`config.mk`:
```
export PLATFORM = sky130hd
export DESIGN_NAME = microphone_capture
export DESIGN_NICKNAME = d
export VERILOG_FILES = /design/src/rtl/microphone_capture.sv
export SDC_FILE = /design/constraint.sdc
export NUM_CORES = 1
export LEC_CHECK = 0
export CORE_ASPECT_RATIO = 1.5
export CORE_MARGIN = 3
export CORE_UTILIZATION = 58
export CTS_CLUSTER_DIAMETER = 60
export DETAILED_ROUTE_END_ITERATION = 12
export HOLD_SLACK_MARGIN = 0.02
export PLACE_DENSITY = 0.77
export SLEW_MARGIN = 40
export SYNTH_ARGS = -nofsm -noshare
export SYNTH_HDL_FRONTEND = slang
export SYNTH_SLANG_ARGS = --single-unit
```
`constraint.sdc`:
```
create_clock -name clk -period 5.05 [get_ports clk]
set_clock_uncertainty 0.15 [all_clocks]
set_input_delay 1.01 -clock clk [delete_from_list [all_inputs] [get_ports clk]]
set_output_delay 1.01 -clock clk [all_outputs]
set_load 0.01 [all_outputs]
```
`src/rtl/microphone_capture.sv`:
```
// -----------------------------------------------------------------------------
// microphone_capture
//
// Captures left-channel 16-bit PCM samples from an asynchronous I2S source,
// compresses each to 8-bit G.711 mu-law and packs four consecutive codes into
// one 32-bit word handed to the host through a valid/retrieved handshake.
// All logic runs on clk; the I2S lines are oversampled through synchronisers.
//
// Ports
//   clk                 in   system clock
//   rst_n               in   asynchronous active-low reset
//   record_start        in   one-cycle pulse, arms recording after START_DELAY
//   record_stop         in   one-cycle pulse, stops recording (wins over start)
//   bclk                in   I2S bit clock (asynchronous)
//   audio_data_in       in   I2S serial data
//   lrck                in   I2S word select, low = left channel
//   mic_data[31:0]      out  packed mu-law bytes, first sample in [31:24]
//   mic_data_valid      out  mic_data holds a complete word
//   mic_data_retrieved  in   one-cycle pulse, consumer has taken the word
//   mic_debug[1:0]      out  {mic_data_valid, record_active}
// -----------------------------------------------------------------------------
module microphone_capture #(
  parameter int START_DELAY = 10,
  parameter int SYNC_STAGES = 2
) (
  input  logic        clk,
  input  logic        rst_n,
  input  logic        record_start,
  input  logic        record_stop,
  input  logic        bclk,
  input  logic        audio_data_in,
  input  logic        lrck,
  output logic [31:0] mic_data,
  output logic        mic_data_valid,
  input  logic        mic_data_retrieved,
  output logic [1:0]  mic_debug
);

  localparam int                 CNT_W     = $clog2(START_DELAY + 1);
  localparam logic [CNT_W-1:0]   START_CNT = CNT_W'(START_DELAY);

  typedef enum logic [1:0] {
    RX_IDLE,   // waiting for a left-channel frame edge
    RX_SHIFT,  // shifting in the 16 sample bits
    RX_EMIT    // next bclk rise releases the sample
  } rx_state_e;

  // ---------------------------------------------------------------------------
  // Input synchronisers and bclk edge detect
  // ---------------------------------------------------------------------------
  logic [SYNC_STAGES-1:0] bclk_sync_q;
  logic [SYNC_STAGES-1:0] lrck_sync_q;
  logic [SYNC_STAGES-1:0] data_sync_q;
  logic                   bclk_prev_q;
  logic                   bclk_s;
  logic                   lrck_s;
  logic                   data_s;
  logic                   bclk_rise;

  // NOTE: sequential state uses non-blocking assignments so every flop samples
  // the pre-edge value of its inputs, independent of statement order.
  always_ff @(posedge clk or negedge rst_n) begin
    if (!rst_n) begin
      bclk_sync_q <= '0;
      lrck_sync_q <= '0;
      data_sync_q <= '0;
      bclk_prev_q <= 1'b0;
    end else begin
      bclk_sync_q <= {bclk_sync_q[SYNC_STAGES-2:0], bclk};
      lrck_sync_q <= {lrck_sync_q[SYNC_STAGES-2:0], lrck};
      data_sync_q <= {data_sync_q[SYNC_STAGES-2:0], audio_data_in};
      bclk_prev_q <= bclk_sync_q[SYNC_STAGES-1];
    end
  end

  // lrck and data travel through the same depth as bclk, so they are sampled
  // with the same alignment they had at the pins.
  assign bclk_s    = bclk_sync_q[SYNC_STAGES-1];
  assign lrck_s    = lrck_sync_q[SYNC_STAGES-1];
  assign data_s    = data_sync_q[SYNC_STAGES-1];
  assign bclk_rise = bclk_s & ~bclk_prev_q;

  // ---------------------------------------------------------------------------
  // I2S receiver
  // ---------------------------------------------------------------------------
  rx_state_e   rx_state_q, rx_state_d;
  logic        lrck_prev_q, lrck_prev_d;
  logic [15:0] shift_q, shift_d;
  logic [3:0]  bit_cnt_q, bit_cnt_d;
  logic [12:0] sample_q, sample_d;     // only sample[15:3] feeds the encoder
  logic        sample_ready_q, sample_ready_d;

  always_ff @(posedge clk or negedge rst_n) begin
    if (!rst_n) begin
      rx_state_q     <= RX_IDLE;
      lrck_prev_q    <= 1'b0;
      shift_q        <= '0;
      bit_cnt_q      <= '0;
      sample_q       <= '0;
      sample_ready_q <= 1'b0;
    end else begin
      rx_state_q     <= rx_state_d;
      lrck_prev_q    <= lrck_prev_d;
      shift_q        <= shift_d;
      bit_cnt_q      <= bit_cnt_d;
      sample_q       <= sample_d;
      sample_ready_q <= sample_ready_d;
    end
  end

  // NOTE: every always_comb output gets a default first; a path that leaves a
  // signal unassigned would otherwise infer a latch.
  always_comb begin
    rx_state_d     = rx_state_q;
    lrck_prev_d    = lrck_prev_q;
    shift_d        = shift_q;
    bit_cnt_d      = bit_cnt_q;
    sample_d       = sample_q;
    sample_ready_d = 1'b0;

    if (bclk_rise) begin
      lrck_prev_d = lrck_s;
      if (lrck_prev_q && !lrck_s) begin
        // Left frame edge: the bit on this edge is the I2S delay bit.
        shift_d    = '0;
        bit_cnt_d  = '0;
        rx_state_d = RX_SHIFT;
      end else begin
        case (rx_state_q)
          RX_SHIFT: begin
            shift_d   = {shift_q[14:0], data_s};
            bit_cnt_d = bit_cnt_q + 4'd1;
            if (bit_cnt_q == 4'd15) rx_state_d = RX_EMIT;
          end
          RX_EMIT: begin
            sample_d       = shift_q[15:3];
            sample_ready_d = 1'b1;
            rx_state_d     = RX_IDLE;
          end
          default: ;
        endcase
      end
    end
  end

  // ---------------------------------------------------------------------------
  // mu-law encoder
  // mag = min(2|x|, 8158) + 33 is always odd, so the encoder works on
  // mag >> 1 = min(|x|, 4079) + 16; the leading-one search then covers bits
  // 11..4 instead of 12..5 and the mantissa is the four bits below it.
  // ---------------------------------------------------------------------------
  logic        ulaw_sign;
  logic [12:0] ulaw_abs;
  logic [11:0] ulaw_half;
  logic [2:0]  ulaw_exp;
  logic [3:0]  ulaw_mant;
  logic [7:0]  ulaw_code;

  always_comb begin
    ulaw_sign = sample_q[12];
    // -4096 negates to 13'h1000, which is correct when read as unsigned.
    ulaw_abs  = ulaw_sign ? (13'd0 - sample_q) : sample_q;
    ulaw_half = ((ulaw_abs > 13'd4079) ? 12'd4079 : ulaw_abs[11:0]) + 12'd16;
    ulaw_exp  = '0;
    ulaw_mant = '0;
    for (int i = 4; i <= 11; i++) begin
      if (ulaw_half[i]) begin
        ulaw_exp  = 3'(i - 4);
        ulaw_mant = ulaw_half[i-1 -: 4];
      end
    end
    ulaw_code = ~{ulaw_sign, ulaw_exp, ulaw_mant};
  end

  // ---------------------------------------------------------------------------
  // Record control and word packing
  // ---------------------------------------------------------------------------
  logic             active_q, active_d;
  logic             armed_q, armed_d;
  logic [CNT_W-1:0] delay_cnt_q, delay_cnt_d;
  logic [31:0]      mic_data_q, mic_data_d;
  logic             filled_q, filled_d;
  logic [1:0]       byte_idx_q, byte_idx_d;

  always_ff @(posedge clk or negedge rst_n) begin
    if (!rst_n) begin
      active_q    <= 1'b0;
      armed_q     <= 1'b0;
      delay_cnt_q <= '0;
      mic_data_q  <= '0;
      filled_q    <= 1'b0;
      byte_idx_q  <= '0;
    end else begin
      active_q    <= active_d;
      armed_q     <= armed_d;
      delay_cnt_q <= delay_cnt_d;
      mic_data_q  <= mic_data_d;
      filled_q    <= filled_d;
      byte_idx_q  <= byte_idx_d;
    end
  end

  always_comb begin
    active_d    = active_q;
    armed_d     = armed_q;
    delay_cnt_d = delay_cnt_q;

    if (record_stop) begin
      active_d = 1'b0;
      armed_d  = 1'b0;
    end else if (record_start) begin
      armed_d     = 1'b1;
      delay_cnt_d = '0;
    end else if (armed_q) begin
      if (delay_cnt_q == START_CNT) begin
        active_d = 1'b1;
        armed_d  = 1'b0;
      end else begin
        delay_cnt_d = delay_cnt_q + 1'b1;
      end
    end
  end

  always_comb begin
    mic_data_d = mic_data_q;
    filled_d   = filled_q;
    byte_idx_d = byte_idx_q;

    if (!active_q && active_d) begin
      // Recording just became active: present a full word of silence.
      mic_data_d = 32'hFFFF_FFFF;
      filled_d   = 1'b1;
      byte_idx_d = '0;
    end else if (filled_q) begin
      // A full word blocks packing; incoming samples are dropped.
      if (mic_data_retrieved) filled_d = 1'b0;
    end else if (active_q && sample_ready_q && !mic_data_retrieved) begin
      case (byte_idx_q)
        2'd0:    mic_data_d[31:24] = ulaw_code;
        2'd1:    mic_data_d[23:16] = ulaw_code;
        2'd2:    mic_data_d[15:8]  = ulaw_code;
        default: mic_data_d[7:0]   = ulaw_code;
      endcase
      byte_idx_d = byte_idx_q + 2'd1;
      if (byte_idx_q == 2'd3) filled_d = 1'b1;
    end
  end

  assign mic_data       = mic_data_q;
  assign mic_data_valid = active_q & filled_q;
  assign mic_debug      = {mic_data_valid, active_q};

endmodule

```
==> flow_metrics.py <==
metrics = {
    "pwr": {
        "leakage_nw": 2.447,
        "ir_drop_v": 0.0002600,
        "power_density_nw_per_um2": 338.7,
    },
    "layout": {
        "final_util": 0.7084,
        "multiInputGateArea_sq_um": 2379,
        "seq_area_sq_um": 2127,
        "insertedDiodeCount": 0,
        "design_area_sq_um": 5461,
        "area_growth_pct": 17.81,
        "stdcell_count": 635,
        "final_net_count": 546,
        "fillers": 605,
        "drive_gt1_frac": 0.1032,
    },
    "min_path": {
        "hp-class": "reg -> reg",
    },
    "worst_setup_path": {
        "criticalPathCategory": "reg -> reg",
        "cp_data_arrival_time_ns": 4.73,
        "critPathBufInv": 0,
        "path_delay_family": "simple AND/OR/NAND/NOR gates",
        "worst_setup_path_start_kind": "register",
        "max_stage_delay_ns": 0.66,
        "required_ns": 5.12,
        "cp_max_fo": 13,
        "cp_cell_sequence": "or4_1, or4_4, a32oi_2, nand4_2, and2_4, nand2_1, ha_1, nand4_1, xnor2_1, a21o_1, a21boi_1, o21ai_0",
        "slowest_stage": "or4_1",
        "end_kind": "register",
    },
    "global_route": {
        "gr-usage-all-layers": 0.2665,
        "grt_max_degree": 86,
        "grt_antenna_before_repair": 0,
        "grt_pass1_vias": 3805,
        "grt_overflow": 0,
        "grt_pass1_wl_microns": 18920,
    },
    "clock_tree": {
        "root_buffer": "clkbuf_16",
        "clock_latency_ns": 0.34,
        "ctsHoldBuffers": 0,
        "clock-sinks": 85,
        "cts_tree": "done",
        "h-tree-depth": 3,
        "cts_buffers": 9,
        "clock_path_buffers": 2,
        "clk_pin_slew_ns": 0.06,
    },
    "logic_synthesis": {
        "ys_top_cells_by_area": "dfrtp_1 (46%), nand2_1 (5.2%), o21ai_0 (3.5%)",
        "synth_seq_cells": 85,
        "netlist_instances": 488,
        "syn_area_sq_um": 4636,
        "yosys-top-cells-count": "dfrtp_1 (85), nand2_1 (64), nor2_1 (34)",
        "synthMostInstantiatedCell": "dfrtp_1",
        "synth_top_area_frac": 0.4588,
        "ys_async_sr_fraction": 1.000,
        "synth_nets": 506,
        "ys.flop_type": "dfrtp_1",
        "synth.largest_area_cell": "dfrtp_1",
        "yosysWarnings": 0,
        "synthDistinctLibCells": 81,
        "postSynthAreaPerCell_sq_um": 9.499,
        "synth_seq_area_share": 0.4588,
        "synth_edf_count": 0,
    },
    "die": {
        "io_pins": 43,
        "num_rows": 39,
        "die_w_microns": 79.00,
        "start_util": 0.6013,
        "die_area_sq_um": 9124,
        "core_area_sq_um": 7710,
        "die_h_microns": 115.5,
    },
    "routing": {
        "drc": 0,
        "drt_iter0_drc": 141,
        "wl_microns": 11220,
        "vias": 3894,
        "first_pass_iters": 4,
        "via_per_inst": 6.132,
        "wl_per_cell_microns": 17.67,
        "detail-route-antenna-nets": 0,
    },
    "sta": {
        "hold_viol": 0,
        "worst_slack_ns": 0.3873,
        "finalSetupViolCount": 0,
        "worst_pin_slew_ns": 0.7540,
        "rsz0062_at_grt": "no",
        "slew_headroom": 0.4973,
        "drv_slew": 0,
        "period_needed_ns": 4.663,
        "fmax_mhz": 214.5,
        "tns_ns": 0,
        "min_period_over_period": 0.9233,
    },
    "outcome": {
        "status": "completed",
    },
    "placed_design": {
        "placed_area_sq_um": 5145,
        "globalplace.congestion": 0.9756,
        "dp.cells": 617,
        "dp_slack_ns": 0.3843,
        "port_buffers": 42,
        "dp_hpwl_microns": 8284,
    },
    "job": {
        "max_cap_viol_count": 0,
    },
}
[state kept, by name, indices dropped and copies added (netlist names), 2 cells and up]
register     cells
lrck_sync_q      2
byte_idx_q       2
mic_data        32
rx_state_q       2
bit_cnt_q        4
data_sync_q      2
sample_q        13
shift_q         16
delay_cnt_q      4
bclk_sync_q      2
[logic make-up (layout without fill, tap and decap cells)]
logic type,Yosys count,count (layout),synth area share
compound gates,163,163,0.2497
xor+xnor,12,12,0.02267
fa+ha+maj,10,10,0.02699
buf+inv,35,80,0.03373
flops,85,85,0.4588
mux,4,4,0.008907
simple gates,179,179,0.1992
[worst paths after layout]
check / end / slack [ns] / from / depth (start not counted)
worst max-delay path: mic_data[20] / 0.39 / sample_q[6] / 12
min in group asynchronous: mic_data[0] / 0.55 / rst_n / 1
worst max register to register: mic_data[20] / 0.39 / sample_q[6] / 12
max in group asynchronous: armed_q / 3.67 / rst_n / 1
worst min register to register: bclk_sync_q[1] / 0.20 / bclk_sync_q[0] / 0
worst min-delay path: bclk_sync_q[1] / 0.20 / bclk_sync_q[0] / 0
[routing by layer]
metal / vias up / wire [microns] / GRT usage / share of wire
li1: 1893 / - / - / -
met1: 1909 / 4517 / 0.3031 / 0.40
met2: 68 / 6026 / 0.4781 / 0.54
met3: 24 / 287 / 0.03110 / 0.026
met4: 0 / 389 / 0.1560 / 0.035
met5: - / 0 / 0 / 0
[worst reg2reg max path, cell delays in order (launching register included)]
cell and delay [ns]:
dfrtp_1 0.48, or4_1 0.66, or4_4 0.56, a32oi_2 0.27, nand4_2 0.25, and2_4 0.23
nand2_1 0.05, ha_1 0.38, nand4_1 0.17, xnor2_1 0.39, a21o_1 0.49, a21boi_1 0.33
o21ai_0 0.13
[area by class of cell]
| cell class | count | share of cell area |
|---|---|---|
| Inverter | 11 | 0.007560 |
| Clock inverter | 7 | 0.01054 |
| Sequential cell | 85 | 0.3895 |
| Multi-Input combinational cell | 368 | 0.4355 |
| Timing Repair Buffer | 53 | 0.09233 |
| Clock buffer | 9 | 0.04124 |
| Tap cell | 102 | 0.02337 |
[metrics by stage]
step           power [mW]  hold slack (ns)
2_1_floorplan       1.053           0.1812
3_3_place_gp        1.222           0.1828
3_5_place_dp        1.239           0.1920
4_1_cts             1.862           0.2071
5_1_grt             1.947           0.2093
6_report            1.850           0.2037
[what timing repair did]
action | CTS | global route
endpoints found under the setup margin | 0 | 18
gates resized for setup | 0 | 2
buffers inserted | 0 | 2
[cell usage in the layout, fill, tap and decap left out, types with 9 or more instances in the layout]
cell type         n
dfrtp_1          85
a21oi_1          24
o21ai_0          32
inv_1             9
clkdlybuf4s50_1  41
buf_4            11
nor2_1           33
ha_1             10
nand2_1          64
a22o_1           17
a31oi_1           9
and2_1           10
nor3_1           12
clkbuf_16         9
[power breakdown]
group / leakage, nW / switching (mW) / internal, mW / total, mW
combinational: 1.18 / 0.154 / 0.202 / 0.356
sequential: 1.13 / 0.0770 / 0.792 / 0.869
clock: 0.134 / 0.284 / 0.340 / 0.624
No activity file was read; power rests on OpenSTA's default activity.
